**src/rtl/rs_alu_pool.sv**
```systemverilog
// rs_alu_pool: ALU reservation station, CDB operand snoop, single issue port.
// Define RS_OLDEST_FIRST_EN to issue the oldest ready entry instead of lowest index.
`timescale 1ns/1ps
module rs_alu_pool #(
   parameter int DEPTH   = 4,
   parameter int CDB_CNT = 3,
   parameter int XLEN    = 32,
   parameter int TAG_W   = 4,
   parameter int OP_W    = 6
) (
   input  logic                     clk,
   input  logic                     rst,
   input  logic                     flush,
   input  logic                     alloc_valid,
   output logic                     alloc_ready,
   input  logic [OP_W-1:0]          alloc_op,
   input  logic [XLEN-1:0]          alloc_pc,
   input  logic [TAG_W-1:0]         alloc_tagx,
   input  logic [TAG_W-1:0]         alloc_tagy,
   input  logic [XLEN-1:0]          alloc_datax,
   input  logic [XLEN-1:0]          alloc_datay,
   input  logic [TAG_W-1:0]         alloc_tagw,
   input  logic [4:0]               alloc_rd,
   input  logic [CDB_CNT-1:0]       cdb_valid,
   input  logic [CDB_CNT*TAG_W-1:0] cdb_tag,
   input  logic [CDB_CNT*XLEN-1:0]  cdb_data,
   output logic                     issue_valid,
   input  logic                     issue_ready,
   output logic [OP_W-1:0]          issue_op,
   output logic [XLEN-1:0]          issue_pc,
   output logic [XLEN-1:0]          issue_datax,
   output logic [XLEN-1:0]          issue_datay,
   output logic [TAG_W-1:0]         issue_tagw,
   output logic [4:0]               issue_rd,
   output logic [$clog2(DEPTH):0]   count
);
   localparam int IW = $clog2(DEPTH);
   localparam int CW = IW + 1;

   logic [DEPTH-1:0] r_valid;
   logic [OP_W-1:0]  r_op    [DEPTH];
   logic [XLEN-1:0]  r_pc    [DEPTH];
   logic [TAG_W-1:0] r_tagx  [DEPTH];
   logic [TAG_W-1:0] r_tagy  [DEPTH];
   logic [XLEN-1:0]  r_datax [DEPTH];
   logic [XLEN-1:0]  r_datay [DEPTH];
   logic [TAG_W-1:0] r_tagw  [DEPTH];
   logic [4:0]       r_rd    [DEPTH];
   logic [CW-1:0]    r_count;
   logic             r_hold;
   logic [IW-1:0]    r_hold_idx;
`ifdef RS_OLDEST_FIRST_EN
   logic [IW-1:0]    r_rank  [DEPTH];
   logic [IW-1:0]    w_best;
   logic             w_found;
`endif

   logic [DEPTH-1:0] w_rdy;
   logic [IW-1:0]    w_free_idx;
   logic [IW-1:0]    w_pick;
   logic [IW-1:0]    w_sel;
   logic             w_alloc;
   logic             w_issue;
   logic [TAG_W-1:0] w_nx_tagx  [DEPTH];
   logic [TAG_W-1:0] w_nx_tagy  [DEPTH];
   logic [XLEN-1:0]  w_nx_datax [DEPTH];
   logic [XLEN-1:0]  w_nx_datay [DEPTH];
   logic [TAG_W-1:0] w_al_tagx;
   logic [TAG_W-1:0] w_al_tagy;
   logic [XLEN-1:0]  w_al_datax;
   logic [XLEN-1:0]  w_al_datay;

   // Scan high to low so the lowest matching bus is the last to overwrite.
   function automatic logic [TAG_W+XLEN-1:0] f_snoop(
      input logic [TAG_W-1:0]         tag,
      input logic [XLEN-1:0]          data,
      input logic [CDB_CNT-1:0]       v,
      input logic [CDB_CNT*TAG_W-1:0] t,
      input logic [CDB_CNT*XLEN-1:0]  d
   );
      logic [TAG_W+XLEN-1:0] res;
      res = {tag, data};
      if (tag != '0) begin
         for (int b = CDB_CNT - 1; b >= 0; b--) begin
            if (v[b] && t[b*TAG_W +: TAG_W] == tag)
               res = {{TAG_W{1'b0}}, d[b*XLEN +: XLEN]};
         end
      end
      return res;
   endfunction

   always_comb begin
      for (int i = 0; i < DEPTH; i++) begin
         {w_nx_tagx[i], w_nx_datax[i]} =
            f_snoop(r_tagx[i], r_datax[i], cdb_valid, cdb_tag, cdb_data);
         {w_nx_tagy[i], w_nx_datay[i]} =
            f_snoop(r_tagy[i], r_datay[i], cdb_valid, cdb_tag, cdb_data);
      end
      {w_al_tagx, w_al_datax} =
         f_snoop(alloc_tagx, alloc_datax, cdb_valid, cdb_tag, cdb_data);
      {w_al_tagy, w_al_datay} =
         f_snoop(alloc_tagy, alloc_datay, cdb_valid, cdb_tag, cdb_data);
   end

   always_comb begin
      w_free_idx = '0;
      for (int i = DEPTH - 1; i >= 0; i--) begin
         if (!r_valid[i]) w_free_idx = IW'(i);
      end
   end

   always_comb begin
      for (int i = 0; i < DEPTH; i++)
         w_rdy[i] = r_valid[i] && r_tagx[i] == '0 && r_tagy[i] == '0;
   end

`ifdef RS_OLDEST_FIRST_EN
   always_comb begin
      w_pick  = '0;
      w_best  = '1;
      w_found = 1'b0;
      for (int i = 0; i < DEPTH; i++) begin
         if (w_rdy[i] && (!w_found || r_rank[i] < w_best)) begin
            w_pick  = IW'(i);
            w_best  = r_rank[i];
            w_found = 1'b1;
         end
      end
   end
`else
   always_comb begin
      w_pick = '0;
      for (int i = DEPTH - 1; i >= 0; i--) begin
         if (w_rdy[i]) w_pick = IW'(i);
      end
   end
`endif

   // A stalled offer stays pinned so a newly ready entry cannot displace it.
   assign w_sel       = r_hold ? r_hold_idx : w_pick;
   assign issue_valid = |w_rdy;
   assign alloc_ready = r_count < CW'(DEPTH);
   assign w_alloc     = alloc_valid && alloc_ready;
   assign w_issue     = issue_valid && issue_ready;
   assign count       = r_count;

   assign issue_op    = issue_valid ? r_op[w_sel]    : '0;
   assign issue_pc    = issue_valid ? r_pc[w_sel]    : '0;
   assign issue_datax = issue_valid ? r_datax[w_sel] : '0;
   assign issue_datay = issue_valid ? r_datay[w_sel] : '0;
   assign issue_tagw  = issue_valid ? r_tagw[w_sel]  : '0;
   assign issue_rd    = issue_valid ? r_rd[w_sel]    : '0;

   always_ff @(posedge clk) begin
      if (rst) begin
         r_valid    <= '0;
         r_count    <= '0;
         r_hold     <= 1'b0;
         r_hold_idx <= '0;
         for (int i = 0; i < DEPTH; i++) begin
            r_op[i]    <= '0;
            r_pc[i]    <= '0;
            r_tagx[i]  <= '0;
            r_tagy[i]  <= '0;
            r_datax[i] <= '0;
            r_datay[i] <= '0;
            r_tagw[i]  <= '0;
            r_rd[i]    <= '0;
`ifdef RS_OLDEST_FIRST_EN
            r_rank[i]  <= '0;
`endif
         end
      end else begin
         for (int i = 0; i < DEPTH; i++) begin
            if (r_valid[i]) begin
               r_tagx[i]  <= w_nx_tagx[i];
               r_tagy[i]  <= w_nx_tagy[i];
               r_datax[i] <= w_nx_datax[i];
               r_datay[i] <= w_nx_datay[i];
            end
         end
         if (w_issue) r_valid[w_sel] <= 1'b0;
         if (w_alloc) begin
            r_valid[w_free_idx] <= 1'b1;
            r_op[w_free_idx]    <= alloc_op;
            r_pc[w_free_idx]    <= alloc_pc;
            r_tagx[w_free_idx]  <= w_al_tagx;
            r_tagy[w_free_idx]  <= w_al_tagy;
            r_datax[w_free_idx] <= w_al_datax;
            r_datay[w_free_idx] <= w_al_datay;
            r_tagw[w_free_idx]  <= alloc_tagw;
            r_rd[w_free_idx]    <= alloc_rd;
         end
         r_count    <= r_count + CW'(w_alloc) - CW'(w_issue);
         r_hold     <= issue_valid && !issue_ready;
         r_hold_idx <= w_sel;
`ifdef RS_OLDEST_FIRST_EN
         for (int i = 0; i < DEPTH; i++) begin
            if (w_issue && r_valid[i] && r_rank[i] > r_rank[w_sel])
               r_rank[i] <= r_rank[i] - IW'(1);
         end
         if (w_alloc)
            r_rank[w_free_idx] <= IW'(r_count - CW'(w_issue));
`endif
         if (flush) begin
            r_valid <= '0;
            r_count <= '0;
            r_hold  <= 1'b0;
`ifdef RS_OLDEST_FIRST_EN
            for (int i = 0; i < DEPTH; i++) r_rank[i] <= '0;
`endif
         end
      end
   end

endmodule

```
**config.mk**
```make
export PLATFORM = sky130hd
export DESIGN_NAME = rs_alu_pool
export DESIGN_NICKNAME = d
export VERILOG_FILES = /design/src/rtl/rs_alu_pool.sv
export SDC_FILE = /design/constraint.sdc
export NUM_CORES = 1
export LEC_CHECK = 0
export CORE_ASPECT_RATIO = 1.25
export CORE_MARGIN = 2
export CORE_UTILIZATION = 30
export DETAILED_ROUTE_END_ITERATION = 8
export PLACE_DENSITY_LB_ADDON = 0.15
export SYNTH_ARGS = -nofsm -noshare
export SYNTH_HDL_FRONTEND = slang
export SYNTH_SLANG_ARGS = --single-unit
```
**constraint.sdc**
```tcl
create_clock -name clk -period 6.55 [get_ports clk]
set_input_delay 0.9825 -clock clk [delete_from_list [all_inputs] [get_ports clk]]
set_output_delay 0.9825 -clock clk [all_outputs]
set_load 0.03 [all_outputs]
```
==> results.cfg <==
[status]
outcome = complete, no violations

[timing]
hold_viol = 0
setup-tns-final_ns = 0
final_max_slew_viol_count = 0
min_period_ns = 5.76
rsz0062_at_grt = no
final.setup_skew_ns = 0.0203
setup_ws_ns = 0.794
fin_crit_sh = 0.879
max_freq_mhz = 174
setup_violations = 0
worst_pin_slew_ns = 1.23
max_slew_margin = 0.183

[synthesis]
synth_top_area_frac = 0.426
synth.area.top_cells = edfxtp_1 (43%), mux2i_1 (13%), a211o_1 (5.7%)
synth-warning-count = 0
netlist_instances = 3356
netlist_area_mm2 = 0.0336
ys.flop_type = edfxtp_1
synth-edff-count = 476
synth_nets = 3594
ys_seq_elements = 486
ys_seq_area_frac = 0.432
yosysUniqueCellTypes = 61
synth_top_area_cell = edfxtp_1
async_flop_share = 0
synth_area_per_cell_um2 = 10.0

[cells_and_area]
areaGrowthSynthToFinish_pct = 19.1
finish.instance_area_mm2 = 0.0400
final_nets = 3662
layout-drive-gt1-share = 0.0680
utilization = 0.360

[global_routing]
overflow = 0
grt_pass1_wl_um = 212000
grt_use_total = 0.253
grt_pass1_vias = 28880
grt_max_degree = 109
grt_antenna_before_repair = 22

[placed_design]
place_area_mm2 = 0.0380
port_buffers = 350
dp_hpwl_um = 94500
place.gp.congestion = 0.851
post-place-ws_ns = 1.58

[setup_path]
cp_max_fo = 77
cp-start-kind = flop
r2r-start = r_valid[2]
critPathArrivalTime_ns = 4.77
crit_required_ns = 5.57
path_class = flop to output port
reg2reg_to = r_datay[0][2]
reg2reg_depth = 7
crit_path_end_kind = output port
regToRegSetupSlack_ns = 2.97

[detailed_routing]
drtIter0Drc = 2918
drt-total-wl_um = 149000
drtPass1Iterations = 6
drt-wirelength-per-cell_um = 30.1
remaining_drc_errors = 0
final_antenna_net_count = 0
avgViaCountPerCell = 5.90
via_count = 29186

[clock_tree]
ctsLongestPathBuffers = 3
cts_resized = 0
ctsHoldBuffers = 0
postCtsSetupBuffers = 0
clkLatencyLatePin_ns = 0.67
clk_pin_slew_ns = 0.06
cts_buffers = 57
cts_tree = yes
root_buffer = clkbuf_16
clkSinkCount = 486
cts_max_level = 2

[power_and_ir_drop]
clkPwrFrac = 0.414
power.total_uw = 8280
p_seq_frac = 0.442
p_leak_uw = 0.0142
swShare = 0.277
ir_drop_v = 0.000192
p_sw_uw = 2290
p_per_area_mw_per_mm2 = 207
comb_power_share = 0.144
internal_power_uw = 5980

[floorplan]
initial_core_util = 0.302
die_x_um = 303
ios = 351
core-area_mm2 = 0.111
die_h_um = 378
die_area_mm2 = 0.115
rows = 137

[worst_hold_path]
hold_path_end = count[2]
min-delay-start = count[2]
hold_path_depth = 2
hp-class = flop to flop

[job]
maxCapViolCount = 0
==> logic make-up (layout without fill, tap and decap cells) <==
kind of cell / after synthesis / in the layout / synth area share
mux: 446 / 446 / 0.133
buf+inv: 470 / 584 / 0.0623
simple gates: 962 / 962 / 0.149
other cells: 0 / 16 / 0
xor+xnor: 122 / 122 / 0.0318
fa+ha+maj: 3 / 3 / 0.00134
compound gates: 867 / 867 / 0.191
flops: 486 / 486 / 0.432
==> placed cells by master (no fill, tap or decap), types with 55 or more instances in the layout <==
master           synthesis  final
o311ai_0                55     55
o22ai_1                111    111
clkbuf_16                0     58
xor2_1                  87     87
edfxtp_1               476    476
clkdlybuf4s50_1          0    347
nand3_1                325    314
mux2i_1                445    445
and2_1                 225    226
o211ai_1               221    221
buf_4                   22     78
a211o_1                219    219
o21ai_0                 80     78
nor2_1                 258    255
==> critical path: stages, from the launching register on <==
cell and delay, ns:
edfxtp_1 0.46, nor4_1 0.81, nand3_1 0.27, o211ai_1 0.49
buf_12 0.32, buf_12 0.46, mux2i_1 0.15, o22ai_1 0.26
clkdlybuf4s50_1 0.73
==> how the worst max path moves through the flow <==
| stage | start | endpoint | slack, ns | cells after the start |
|---|---|---|---|---|
| after floorplan | cdb_tag[7] | r_datay[3][0] | 1.50 | 6 |
| after detailed placement | r_tagy[0][1] | issue_pc[24] | 1.58 | 8 |
| final | r_tagy[0][1] | issue_pc[24] | 0.79 | 8 |
| after global placement | r_tagy[0][1] | issue_pc[24] | 1.71 | 8 |
| after global routing | r_tagy[0][1] | issue_pc[1] | 0.68 | 8 |
| after CTS | r_tagy[0][1] | issue_pc[24] | 0.85 | 8 |
==> area by class of cell <==
class / count / area, um^2
inverter: 46 / 173
clock inverter: 40 / 487
antenna: 16 / 40.0
clock buffer: 65 / 1480
multi-input combinational: 2400 / 17300
tap: 1459 / 1830
fill: 11054 / 71200
sequential: 486 / 14500
timing repair buffer: 433 / 4220
==> synth_stat cells, types with 4 or more instances <==
library cell and number:
nand3_1 325, o21ai_0 80, a221oi_1 31, o21ai_1 55
nor4_1 13, a21o_1 4, xor2_1 87, buf_6 25
buf_4 22, and3_1 28, a211oi_1 4, o22ai_1 111
a211o_1 219, edfxtp_1 476, nor2_1 258, nor4_2 5
o211ai_1 221, o21a_1 9, buf_2 46, mux2i_1 445
clkbuf_1 284, nand2_1 44, dfxtp_1 10, inv_1 46
nand2b_1 9, a311oi_1 7, xnor2_1 35, nor3_1 26
and2_1 225, o31ai_1 43, a21oi_1 11, o311ai_0 55
buf_1 46, nor4_4 7
==> through the flow <==
step | instances | hold slack, ns
floorplan | 3356 | 0.574
global placement | 4824 | 0.567
detailed placement | 4824 | 0.560
CTS | 4929 | 0.570
global route | 4941 | 0.616
finish | 4945 | 0.568
==> metal layers <==
layer  vias up  GRT usage  routed length (um)
li1      12931          -                   -
met1     14496      0.326               62000
met2      1434      0.418               70400
met3       311     0.0429               10700
met4        14     0.0992                5470
met5         -          0                  83
==> power groups by stage <==
stage | combinational (uW) | sequential [uW] | clock (uW)
after floorplan | 648 | 3700 | 0
after global placement | 1170 | 3720 | 0
after detailed placement | 1170 | 3720 | 0
after CTS | 1180 | 3660 | 3500
after global routing | 1260 | 3670 | 3600
final | 1190 | 3650 | 3430
==> flip-flops by register name, summed over array words and instances, names as in the netlist <==
| signal | count |
|---|---|
| r_datax | 128 |
| r_tagw | 16 |
| r_hold | 1 |
| r_datay | 128 |
| r_tagy | 16 |
| r_op | 24 |
| r_rd | 20 |
| r_pc | 128 |
| r_tagx | 16 |
| count | 3 |
| r_valid | 4 |
| r_hold_idx | 2 |
(Power assumes the default switching activity.)
